File: src/rtl/nv_clk_gate_ctrl.sv
// Clock-gate controller: gates the downstream domain after a programmable quiet
// period and restores it on activity, with gate_en driven straight from a flop.
module nv_clk_gate_ctrl #(
    parameter int IDLE_W   = 8,
    parameter int WAKE_CYC = 2
) (
    input  logic              nvdla_core_clk,
    input  logic              nvdla_core_rst,
    input  logic              cfg_gate_en,
    input  logic [IDLE_W-1:0] cfg_idle_cnt,
    input  logic              test_mode,
    input  logic              busy,
    input  logic              req_valid,
    output logic              req_ready,
    input  logic              cnt_clr,
    output logic              gate_en,
    output logic              gate_te,
    output logic [1:0]        gate_state,
    output logic [15:0]       gate_off_cnt
);

    localparam int WAKE_W = (WAKE_CYC > 1) ? $clog2(WAKE_CYC) : 1;
    localparam logic [WAKE_W-1:0] WAKE_LAST = WAKE_W'((WAKE_CYC > 0) ? WAKE_CYC - 1 : 0);

    typedef enum logic [1:0] {
        ST_RUN  = 2'd0,
        ST_OFF  = 2'd1,
        ST_WAKE = 2'd2
    } state_t;

    state_t            state;
    state_t            state_nxt;
    logic              activity;
    logic [IDLE_W:0]   idle_inc;
    logic              thr_hit;
    logic              gate_evt;
    logic [IDLE_W-1:0] idle_cnt;
    logic [WAKE_W-1:0] wake_cnt;

    assign activity = req_valid | busy | test_mode | ~cfg_gate_en | (cfg_idle_cnt == '0);
    // One extra bit so the threshold compare and saturation see the true idle_cnt+1.
    assign idle_inc = {1'b0, idle_cnt} + (IDLE_W + 1)'(1);
    assign thr_hit  = idle_inc >= {1'b0, cfg_idle_cnt};
    assign gate_evt = (state == ST_RUN) && (state_nxt == ST_OFF);

    always_ff @(posedge nvdla_core_clk or posedge nvdla_core_rst) begin
        if (nvdla_core_rst) begin
            state <= ST_RUN;
        end else begin
            state <= state_nxt;
        end
    end

    always_comb begin
        state_nxt = state;
        case (state)
            ST_RUN: begin
                if (!activity && thr_hit) begin
                    state_nxt = ST_OFF;
                end
            end
            ST_OFF: begin
                if (activity) begin
                    state_nxt = (WAKE_CYC == 0) ? ST_RUN : ST_WAKE;
                end
            end
            ST_WAKE: begin
                if (wake_cnt == WAKE_LAST) begin
                    state_nxt = ST_RUN;
                end
            end
            default: state_nxt = ST_RUN;
        endcase
    end

    always_comb begin
        req_ready  = 1'b0;
        gate_state = state;
        gate_te    = test_mode;
        if (state == ST_RUN) begin
            req_ready = 1'b1;
        end
    end

    // gate_en leads the state by one decode so the ICG enable comes off a flop.
    always_ff @(posedge nvdla_core_clk or posedge nvdla_core_rst) begin
        if (nvdla_core_rst) begin
            gate_en      <= 1'b1;
            idle_cnt     <= '0;
            wake_cnt     <= '0;
            gate_off_cnt <= '0;
        end else begin
            gate_en <= (state_nxt != ST_OFF);

            if ((state == ST_RUN) && !activity && !gate_evt) begin
                idle_cnt <= idle_inc[IDLE_W] ? '1 : idle_inc[IDLE_W-1:0];
            end else begin
                idle_cnt <= '0;
            end

            if ((state == ST_WAKE) && (state_nxt == ST_WAKE)) begin
                wake_cnt <= wake_cnt + WAKE_W'(1);
            end else begin
                wake_cnt <= '0;
            end

            if (cnt_clr) begin
                gate_off_cnt <= '0;
            end else if (gate_evt && (gate_off_cnt != 16'hFFFF)) begin
                gate_off_cnt <= gate_off_cnt + 16'd1;
            end
        end
    end

endmodule

File: config.mk
export PLATFORM = sky130hd
export DESIGN_NAME = nv_clk_gate_ctrl
export DESIGN_NICKNAME = d
export VERILOG_FILES = /design/src/rtl/nv_clk_gate_ctrl.sv
export SDC_FILE = /design/constraint.sdc
export NUM_CORES = 1
export LEC_CHECK = 0
export CAP_MARGIN = 0
export CORE_MARGIN = 3
export CORE_UTILIZATION = 31
export DETAILED_ROUTE_END_ITERATION = 16
export DONT_BUFFER_PORTS = 1
export GPL_TIMING_DRIVEN = 0
export PLACE_DENSITY = 0.45
export SYNTH_ARGS = -nofsm -noshare
export SYNTH_HDL_FRONTEND = slang
export SYNTH_SLANG_ARGS = --single-unit
File: constraint.sdc
create_clock -name nvdla_core_clk -period 3.3 [get_ports nvdla_core_clk]
set_input_delay 0.66 -clock nvdla_core_clk [delete_from_list [all_inputs] [get_ports nvdla_core_clk]]
set_output_delay 0.66 -clock nvdla_core_clk [all_outputs]
set_load 0.005 [all_outputs]
# Yosys cells after proc, flatten, opt, wreduce, memory -nomap -nowiden
# Cells that the tools add are included.
# op_classes
reduce_logical	11
addsub	3
n_mux	10
order_cmp	1
eq_ne	6
bitwise_logic	5
# op_table
op	n
$mux W16	2
$add A16 B1 Y16 const B	1
$mux W8	2
$ne A16 B16 Y1 const B	1
$add A8 B1 Y9 const B	1
$ge A9 B8 Y1	1
$logic_not A8 Y1	1
$logic_and A1 B1 Y1	6
$mux W2	3
$pmux W2 S3	1
$eq A2 B1 Y1 const B	2
$eq A2 B2 Y1 const B	2
$or A1 B1 Y1	4
$logic_not A1 Y1	2
$logic_not A2 Y1	1
$mux W1	2
$ne A2 B1 Y1 const B	1
$reduce_bool A2 Y1	1
$add A1 B1 Y1 const B	1
$not A1 Y1	1
# totals
word_cells	41
output_inout_bits	21
regBits	28
in_bits	15

# Longest topological paths before layout
# logic_depth
depth_word	13
depth_mapped	13
depth_no_buf	12

# Worst setup path before layout
# OpenSTA, ideal clock, no wires.
# synth_timing
path_type	register -> register
from	register idle_cnt[2]
to	register gate_off_cnt[7]
slack_ps	519
n_path_buf	1
path_stages_with_launch	14
setup_time_ps	125
synth_period_minus_slack_ps	2781
required_ps	3175
arrival_time_ps	2657
cell_sequence	dfrtp_1 > and4_1 > nand2_1 > nor2_1 > xnor2_1 > inv_1 > ha_1 > nand3_1 > or2_2 > o211a_1 > a21o_1 > buf_6 > nor3_1 > mux2_2
# synth_between
elab_chain_len	9
# synth_rtl
item	line_no	text
start: declaration	37	logic [IDLE_W-1:0] idle_cnt;
start signal: assignment	96	idle_cnt <= idle_inc[IDLE_W] ? '1 : idle_inc[IDLE_W-1:0];
$add A8 B1 Y9	42	assign idle_inc = {1'b0, idle_cnt} + (IDLE_W + 1)'(1);
$ge A9 B8 Y1	43	assign thr_hit = idle_inc >= {1'b0, cfg_idle_cnt};
$logic_and A1 B1 Y1	58	if (!activity && thr_hit) begin
$mux W2	58	
$pmux W2 S3	56	case (state)
$eq A2 B1 Y1	44	assign gate_evt = (state == ST_RUN) && (state_nxt == ST_OFF);
$logic_and A1 B1 Y1	44	
$logic_and A1 B1 Y1	109	end else if (gate_evt && (gate_off_cnt != 16'hFFFF)) begin
$reduce_bool A2 Y1 (no source line)	n/a	
end signal: assignment	110	gate_off_cnt <= gate_off_cnt + 16'd1;
end: declaration	19	output logic [15:0] gate_off_cnt
# Every way passes these cells.
# A chain may end at the register's enable or synchronous reset.

# Final worst setup path
# Same ends and word-level chain as after synthesis.

==> impl_metrics.ini <==
[placed_design]
place_worst_setup_slack_ns = 0.2770
hpwl_mm = 3.305
io_buffers = 0
gp_congestion = 0.7741

[yosys]
synth_top_family_by_area = simple AND/OR/NAND/NOR gates
syn_nets = 214
syn_area_sq_um = 1710
synth_mux_area_frac = 0.03219
synth_edf_count = 0
synth_xor_area_frac = 0.03584
synth_fa_ha_area_frac = 0.07315
postSynthCellCount = 189
postSynthAreaPerCell_sq_um = 9.050
synth_seq_area_share = 0.4104
yosys_warnings = 0
async_flop_share = 1.000
synth-seq-cells = 28
ys.flop_type = dfrtp_1
synth-simple-area-share = 0.2341
synth_cell_type_count = 41
synth-compound-area-share = 0.1573

[routing]
num_vias = 1428
drc = 0
viasPerCell = 5.430
dr.first_iter.drc_count = 92
wl_per_cell_um = 15.79
routed_wirelength_mm = 4.153
detail_route.first_pass.iterations = 4
ant_nets = 0

[layout]
final_common_cell = dfrtp_1
final_cell_mix = 27 x dfrtp_1, 19 x inv_1, 18 x a21oi_1
final_layout_size_suffix_gt1_frac = 0.08808
fillerInstances = 547
area_growth_pct = 9.290
nets = 219
final_util = 0.3569
n_antenna_cell = 0

[pwr]
power_density_nw_per_um2 = 346.9
p_leak_nw = 0.8570
peakVddDrop_mv = 0.1313

[sta]
timing.final.hold_violations = 0
whs_ns = 0.4235
fin_crit_ns = 3.057
tns_ns = 0
finalCritPeriodShare = 0.9262
fmax_mhz = 327.2
relSlewSlack = 0.2512
setup_viol = 0
clock-skew-final_ns = 0.01636
final_max_slew_viol_count = 0
worst_slack_ns = 0.2434
worst_pin_slew_ns = 1.122
rsz0062_at_grt = no

[die]
initial_utilization = 0.3266
dieArea_sq_um = 6445
core_area_sq_um = 5238
rows = 26
die_h_um = 80.28
dieWidth_um = 80.28
ios = 36

[run_status]
status = finished clean

[cts]
clk_pin_slew_ns = 0.11
cts_root_buf = clkbuf_8
cts_made_buffers = 3
clockBufferDepth = 2
cts_resized = 0
cts.sink_count = 28
hold_buffers = 0
tritoncts = yes
clock_latency_ns = 0.28
cts_max_level = 1
post-cts-setup-buffer-count = 0

[hold_path]
hp-class = register to register

[worst_setup_path]
worstSetupPathType = register to register
worst-endpoint-required_ns = 3.46
critical_path.startpoint_type = register
cp.arrival_ns = 3.22
crit_path_end_kind = register
cp_max_fo = 10

[global_route]
antenna_found_initial = 0
grtUsageMet1 = 0.1711
busiest_layer = met2
grt_overflow = 0
grt_pass1_vias = 1501
met2_usage = 0.2417
grt_pass1_wl_mm = 7.072
grtUsageMet3 = 0.03363
grt_usage = 0.1389
grt_max_degree = 29

[run]
drv_cap = 0
cells by family (layout without fill, tap and decap cells):
logic type	count (synthesis)	in the layout
AOI/OAI and AO/OA	41	41
xor gates and xnor gates	7	7
adders and majority gates	10	10
buffers and inverters	23	27
DFF	28	28
muxes	5	5
and+or+nand+nor	75	75
per-layer routing:
layer	routed length (um)	part of all wire
met5	0	0
met2	1999	0.48
met1	1841	0.44
met4	23	0.0055
met3	288	0.069
worst paths after layout:
path	slack, ns	end	from	cells after the start
max	0.24	gate_off_cnt[7]$_DFFE_PP0P_	idle_cnt[2]$_DFF_PP0_	13
min	0.42	wake_cnt$_DFF_PP0_	wake_cnt$_DFF_PP0_	1
max reg2reg	0.24	gate_off_cnt[7]$_DFFE_PP0P_	idle_cnt[2]$_DFF_PP0_	13
min reg2reg	0.42	wake_cnt$_DFF_PP0_	wake_cnt$_DFF_PP0_	1
max in group asynchronous	2.07	idle_cnt[7]$_DFF_PP0_	nvdla_core_rst	1
min in group asynchronous	0.55	gate_off_cnt[5]$_DFFE_PP0P_	nvdla_core_rst	1
registers in the layout, indices dropped and copies added, names as in the netlist:
| name | flops |
|---|---|
| gate_off_cnt | 16 |
| gate_state | 2 |
| wake_cnt | 1 |
| gate_en | 1 |
| idle_cnt | 8 |
cell type report:
cell class,instances,area [sq um],share of cell area
Multi-Input combinational cell,138,910.9,0.4873
Sequential cell,28,701.9,0.3755
Tap cell,70,87.58,0.04685
Inverter,19,71.32,0.03815
Clock buffer,3,41.29,0.02209
Clock inverter,1,30.03,0.01606
Buffer,4,26.28,0.01406
cells in the mapped netlist, types with 3 or more instances:
library cell | instances | share of area
dfrtp_1 | 27 | 0.40
a21oi_1 | 18 | 0.053
nor2_1 | 14 | 0.031
nand3_1 | 11 | 0.032
mux2_2 | 4 | 0.026
nand4_1 | 7 | 0.026
o21ai_0 | 5 | 0.015
and4_1 | 3 | 0.015
nand2_1 | 14 | 0.031
or4_1 | 3 | 0.013
inv_1 | 19 | 0.042
and2_1 | 3 | 0.011
nor2b_1 | 4 | 0.015
nor3_1 | 3 | 0.0088
xnor2_1 | 4 | 0.020
a21o_1 | 3 | 0.013
or3_1 | 4 | 0.015
xor2_1 | 3 | 0.015
ha_1 | 10 | 0.073
nor4_1 | 3 | 0.011
through the flow:
stage          area (sq um)  power, mW  instances
6_report               1869     0.6485        263
5_1_grt                1869     0.6796        263
4_1_cts                1869     0.6603        263
3_5_place_dp           1798     0.3837        259
3_3_place_gp           1798     0.3819        259
2_1_floorplan          1710     0.3752        189
report_power, final:
| part | switching, mW | internal [mW] | leakage [nW] |
|---|---|---|---|
| Clock | 0.110 | 0.162 | 0.0357 |
| Combinational | 0.0216 | 0.00897 | 0.434 |
| Sequential | 0.00136 | 0.344 | 0.388 |
| Total | 0.133 | 0.515 | 0.857 |
critical path, stage by stage, from the launching register on:
cell,delay (ns)
dfrtp_1,0.44
and4_1,0.26
nand2_1,0.06
nor2_1,0.12
xnor2_1,0.16
inv_1,0.07
ha_1,0.29
nand3_1,0.07
or2_2,0.27
o211a_1,0.28
a21o_1,0.21
buf_6,0.14
nor3_1,0.23
mux2_2,0.36
No activity file was read; power rests on OpenSTA's default activity.
==> edit 1 (same settings) <==
Reset style: synchronous (`nvdla_core_rst`), changed in 2 clocked blocks.
--- a/src/rtl/nv_clk_gate_ctrl.sv
+++ b/src/rtl/nv_clk_gate_ctrl.sv
@@ -45,3 +45,3 @@
 
-    always_ff @(posedge nvdla_core_clk or posedge nvdla_core_rst) begin
+    always_ff @(posedge nvdla_core_clk) begin
         if (nvdla_core_rst) begin
@@ -85,3 +85,3 @@
     // gate_en leads the state by one decode so the ICG enable comes off a flop.
-    always_ff @(posedge nvdla_core_clk or posedge nvdla_core_rst) begin
+    always_ff @(posedge nvdla_core_clk) begin
         if (nvdla_core_rst) begin
Function: differs if nvdla_core_rst is asserted again (counterexample within 4 cycles, from zero or initial values and one cycle with nvdla_core_rst high); with nvdla_core_rst held inactive, the same outputs for 10 cycles.
==> edit 1 against the original RTL <==
- count of clock-buffer cells in the layout is the same
- cell area shrank 9.6%
- combinational power shrank 38%
- critical path type unchanged
- setup slack gained 0.36 ns
- sequential power shrank 2%
- area after synthesis shrank 10%
- core utilization grew 1.3 points
- largest power group unchanged
- sequential cell count is the same
- wire length shrank 10%
- synthesized cell count shrank 2.6%
- power shrank 3.2%
- largest cell class unchanged
- highest routed layer unchanged
==> edit 1: results (changes against the original RTL) <==
stage,metric,value,unit,change
status,status,finished clean,,unchanged
drt,drt_iter0_drc,80,,was 92
power,internal-power,0.508,mW,was 0.515 mW
yosys,synth_nets,209,,was 214
drt,viasPerCell,5.38,,was 5.43
critical_path,slowest_delay,0.42,ns,was 0.44 ns
finish,drive_above_1_share,6.91,%,was 8.81%
yosys,synth_compound_area_share,20.3,%,was 15.7%
global_route,grtUsageMet3,5.32,%,was 3.36%
finish,inverters,13,,was 19
power,comb_power,0.0190,mW,was 0.0305 mW
finish,layout.nonclk_buf_share,1.85,%,was 1.41%
yosys,synth.area.top_cells,"dfxtp_1, ha_1, a21oi_1, nor2_1, or4_1",,"was dfrtp_1, ha_1, a21oi_1, inv_1, nand3_1"
global_route,grt_pass1_wl,6410,um,was 7070 um
global_route,grt_use_met2,21.1,%,was 24.2%
drt,routed_wl,3730,um,was 4150 um
yosys,synthAdderAreaFrac,8.14,%,was 7.32%
timing,clock_skew,0.00512,ns,was 0.0164 ns
placed_design,routabilityCongestion,0.762,,was 0.774
power,seqPwrFrac,53.8,%,was 53.3%
finish,n_all_buffers,5,,was 4
critical_path,cp_slowest_cell,dfxtp_1,,was dfrtp_1
global_route,grt_max_degree,17,,was 29
yosys,synth_seq_area_share,36.5,%,was 41.0%
global_route,globalRouteMet1Util,16.4,%,was 17.1%
power,p_leak,0.630,nW,was 0.857 nW
yosys,synth_mux_area_share,0,%,was 3.22%
finish,clk_share,4.22,%,was 3.82%
timing,worst_pin_slew,0.524,ns,was 1.12 ns
yosys,syn_area_per_cell,8.35,sq um,was 9.05 sq um
placed_design,place_ws,0.636,ns,was 0.277 ns
finish,regArea,561,sq um,was 702 sq um
yosys,yosys-top-cells-count,"dfxtp_1, a21oi_1, nor2_1",,"was dfrtp_1, inv_1, a21oi_1"
==> edit 1: worst paths after layout <==
check            startpoint                to  slack [ns]  cells after the start
max             idle_cnt[0]  gate_off_cnt[14]        0.60                     12
min          nvdla_core_rst     gate_state[1]        0.44                      1
max reg2reg     idle_cnt[0]  gate_off_cnt[14]        0.60                     12
min reg2reg     idle_cnt[0]       idle_cnt[0]        0.52                      1
==> edit 1: per-stage QoR <==
step | std cells | hold WS [ns] | power [mW]
6_report | 253 | 0.442 | 0.628
5_1_grt | 253 | 0.424 | 0.656
4_1_cts | 253 | 0.436 | 0.638
3_5_place_dp | 249 | 0.501 | 0.365
3_3_place_gp | 249 | 0.485 | 0.364
2_1_floorplan | 184 | 0.465 | 0.361
==> edit 1: routing by layer <==
metal	share of wire, %	vias up
li1	-	683
met1	48	646
met2	45	30
met3	6.8	2
met4	0.64	0
met5	0	-
==> edit 2 (same settings) <==
Made on the original files. Change the parameter `WAKE_CYC` from 2 to 1.
--- a/src/rtl/nv_clk_gate_ctrl.sv
+++ b/src/rtl/nv_clk_gate_ctrl.sv
@@ -4,3 +4,3 @@
     parameter int IDLE_W   = 8,
-    parameter int WAKE_CYC = 2
+    parameter int WAKE_CYC = 1
 ) (
Formal check against the unedited RTL: not equivalent (Yosys sat finds a counterexample within 4 cycles, from zero or initial values and one cycle with nvdla_core_rst high).
==> edit 2 against the original RTL <==
- final cell count is the same
- sequential power is essentially flat
- critical path depth did not move
- cell area is the same
- power fell by 0.95%
- setup slack improved by 0.032 ns
- area after synthesis decreased by 1.2%
- first-iteration DRC count decreased by 67%
- wire length increased by 1.0%
- sequential cell count unchanged
- largest cell class unchanged
==> edit 2: results (changes against the original RTL) <==
stage,metric,value,unit,change
critical_path,reg2regPathDepth,13,,unchanged
placed_design,placed_area,0.00178,sq mm,was 0.00180 sq mm
cts,clk_latency,0.28,ns,about the same
critical_path,rrSetupSlack,0.28,ns,was 0.24 ns
placed_design,dpl.hpwl,3130,um,was 3300 um
power,ir_drop,0.000183,V,was 0.000131 V
yosys,async_flop_share,100,%,unchanged
timing,clock_skew,0.0126,ns,was 0.0164 ns
placed_design,routabilityCongestion,0.783,,was 0.774
global_route,grt_max_degree,29,,unchanged
worst_hold_path,hold_path.class,reg2reg,,unchanged
global_route,grt_pass1_wl,7140,um,was 7070 um
global_route,globalRouteMet1Util,15.8,%,was 17.1%
finish,nFillCells,520,,was 547
yosys,synth_ff_type,dfrtp_1,,unchanged
critical_path,end_kind,register,,unchanged
yosys,yosys.cell_types.count,40,,was 41
global_route,grt_use_met2,26.0,%,was 24.2%
power,p_leak,0.811,nW,was 0.857 nW
finish,drive_above_1_share,9.84,%,was 8.81%
status,status,finished clean,,unchanged
yosys,synth_nets,214,,unchanged
finish,largest_register_ffs,16,,unchanged
critical_path,critPathLaunchType,register,,unchanged
drt,viasPerCell,5.46,,was 5.43
cts,cts_resized,1,,was 0
cts,cts_setup_buffers,0,,unchanged
global_route,grt_usage,14.1,%,was 13.9%
yosys,yosysWarnings,0,,unchanged
global_route,grt_pass1_vias,1539,,was 1501
cts,cts_buffers,3,,unchanged
cts,clockBufferDepth,2,,unchanged
critical_path,rr_endpoint,gate_off_cnt[1],,was gate_off_cnt[7]
global_route,grtUsageMet3,2.48,%,was 3.36%
timing,finalSetupViolCount,0,,unchanged
yosys,synth.area.top_cells,"dfrtp_1, ha_1, a21oi_1, o31ai_1, or4_1",,"was dfrtp_1, ha_1, a21oi_1, inv_1, nand3_1"
critical_path,critPathArrivalTime,3.23,ns,was 3.22 ns
drt,vias,1437,,was 1428
timing,worst_pin_slew,1.06,ns,was 1.12 ns
drt,drt_iter0_drc,30,,was 92
timing,timing.final.crit_period,3.02,ns,was 3.06 ns
critical_path,reg2reg_from,idle_cnt[2],,unchanged
yosys,syn_inst,189,,unchanged
drt,routed_wl,4200,um,was 4150 um
cts,cts-root-buf,clkbuf_8,,unchanged
yosys,synth_seq_area_share,41.6,%,was 41.0%
cts,htreeDepth,1,,unchanged
drt,first_pass_iters,4,,unchanged
yosys,yosys-top-cells-count,"dfrtp_1, a21oi_1, inv_1",,"was dfrtp_1, inv_1, a21oi_1"
finish,largest-register,gate_off_cnt,,unchanged
yosys,synth_top_cell_area_share,40.0,%,was 39.5%
placed_design,dp.cells,259,,unchanged
-- edit 2: cell count changes after synthesis, sizes merged, moves of 6 or more --
cell | unedited run | this run
a21oi | 19 | 25
buf | 2 | 8
o31ai | 2 | 11
or4 | 3 | 11
-- edit 2: metrics by stage --
step | setup slack (ns) | total power, mW
after floorplan | 0.512 | 0.370
after global placement | 0.00407 | 0.375
after detailed placement | -0.0614 | 0.376
after CTS | 0.147 | 0.647
after global routing | 0.0112 | 0.673
final | 0.275 | 0.642
-- edit 2: logic make-up after synthesis --
family	after synthesis	share of synthesized area, %
muxes	1	0.667
other	1	0.222
and+or+nand+nor	70	23.6
xor gates and xnor gates	6	3.11
AOI/OAI and AO/OA	45	16.2
adders and majority gates	10	7.41
buffers and inverters	28	7.19
DFF	28	41.6
-- edit 2: power breakdown --
part | internal [mW] | switching [mW] | total (mW)
Clock | 0.162 | 0.111 | 0.273
Combinational | 0.00684 | 0.0176 | 0.0244
Sequential | 0.344 | 0.000711 | 0.345
Total | 0.513 | 0.129 | 0.642
-- edit 2: layer usage --
layer / part of all wire, % / vias up
met5: 0 / -
met4: 1.0 / 0
met3: 5.1 / 4
met2: 54 / 29
met1: 40 / 717
li1: - / 687
-- edit 2: worst min-delay path by stage --
| stage | slack [ns] | end | cells past startpoint | start |
|---|---|---|---|---|
| finish | 0.52 | gate_state[1] | 2 | wake_cnt |
| global route | 0.56 | gate_state[1] | 2 | wake_cnt |
| CTS | 0.52 | gate_state[1] | 2 | wake_cnt |
| detailed placement | 0.50 | gate_state[1] | 2 | wake_cnt |
| global placement | 0.48 | gate_state[1] | 2 | wake_cnt |
| floorplan | 0.46 | gate_state[1] | 2 | wake_cnt |
-- edit 2: layout make-up --
class | count | area [sq um] | area share (%)
buffer | 9 | 56.3 | 3.01
clock buffer | 3 | 41.3 | 2.21
clock inverter | 1 | 30.0 | 1.61
inverter | 19 | 71.3 | 3.82
multi-input combinational | 133 | 881 | 47.1
sequential | 28 | 702 | 37.6
tap | 70 | 87.6 | 4.69
-- edit 2: worst max-delay path, stage by stage (launching register included) --
cell and delay [ns]:
dfrtp_1 0.44, and4_1 0.31, nand2_1 0.09, xor2_1 0.19, inv_1 0.07, ha_1 0.29, a21o_1 0.16, a211oi_1 0.27
o211ai_1 0.18, o21ai_2 0.23, clkbuf_4 0.25, clkbuf_4 0.24, o21ai_0 0.11, a21oi_1 0.15
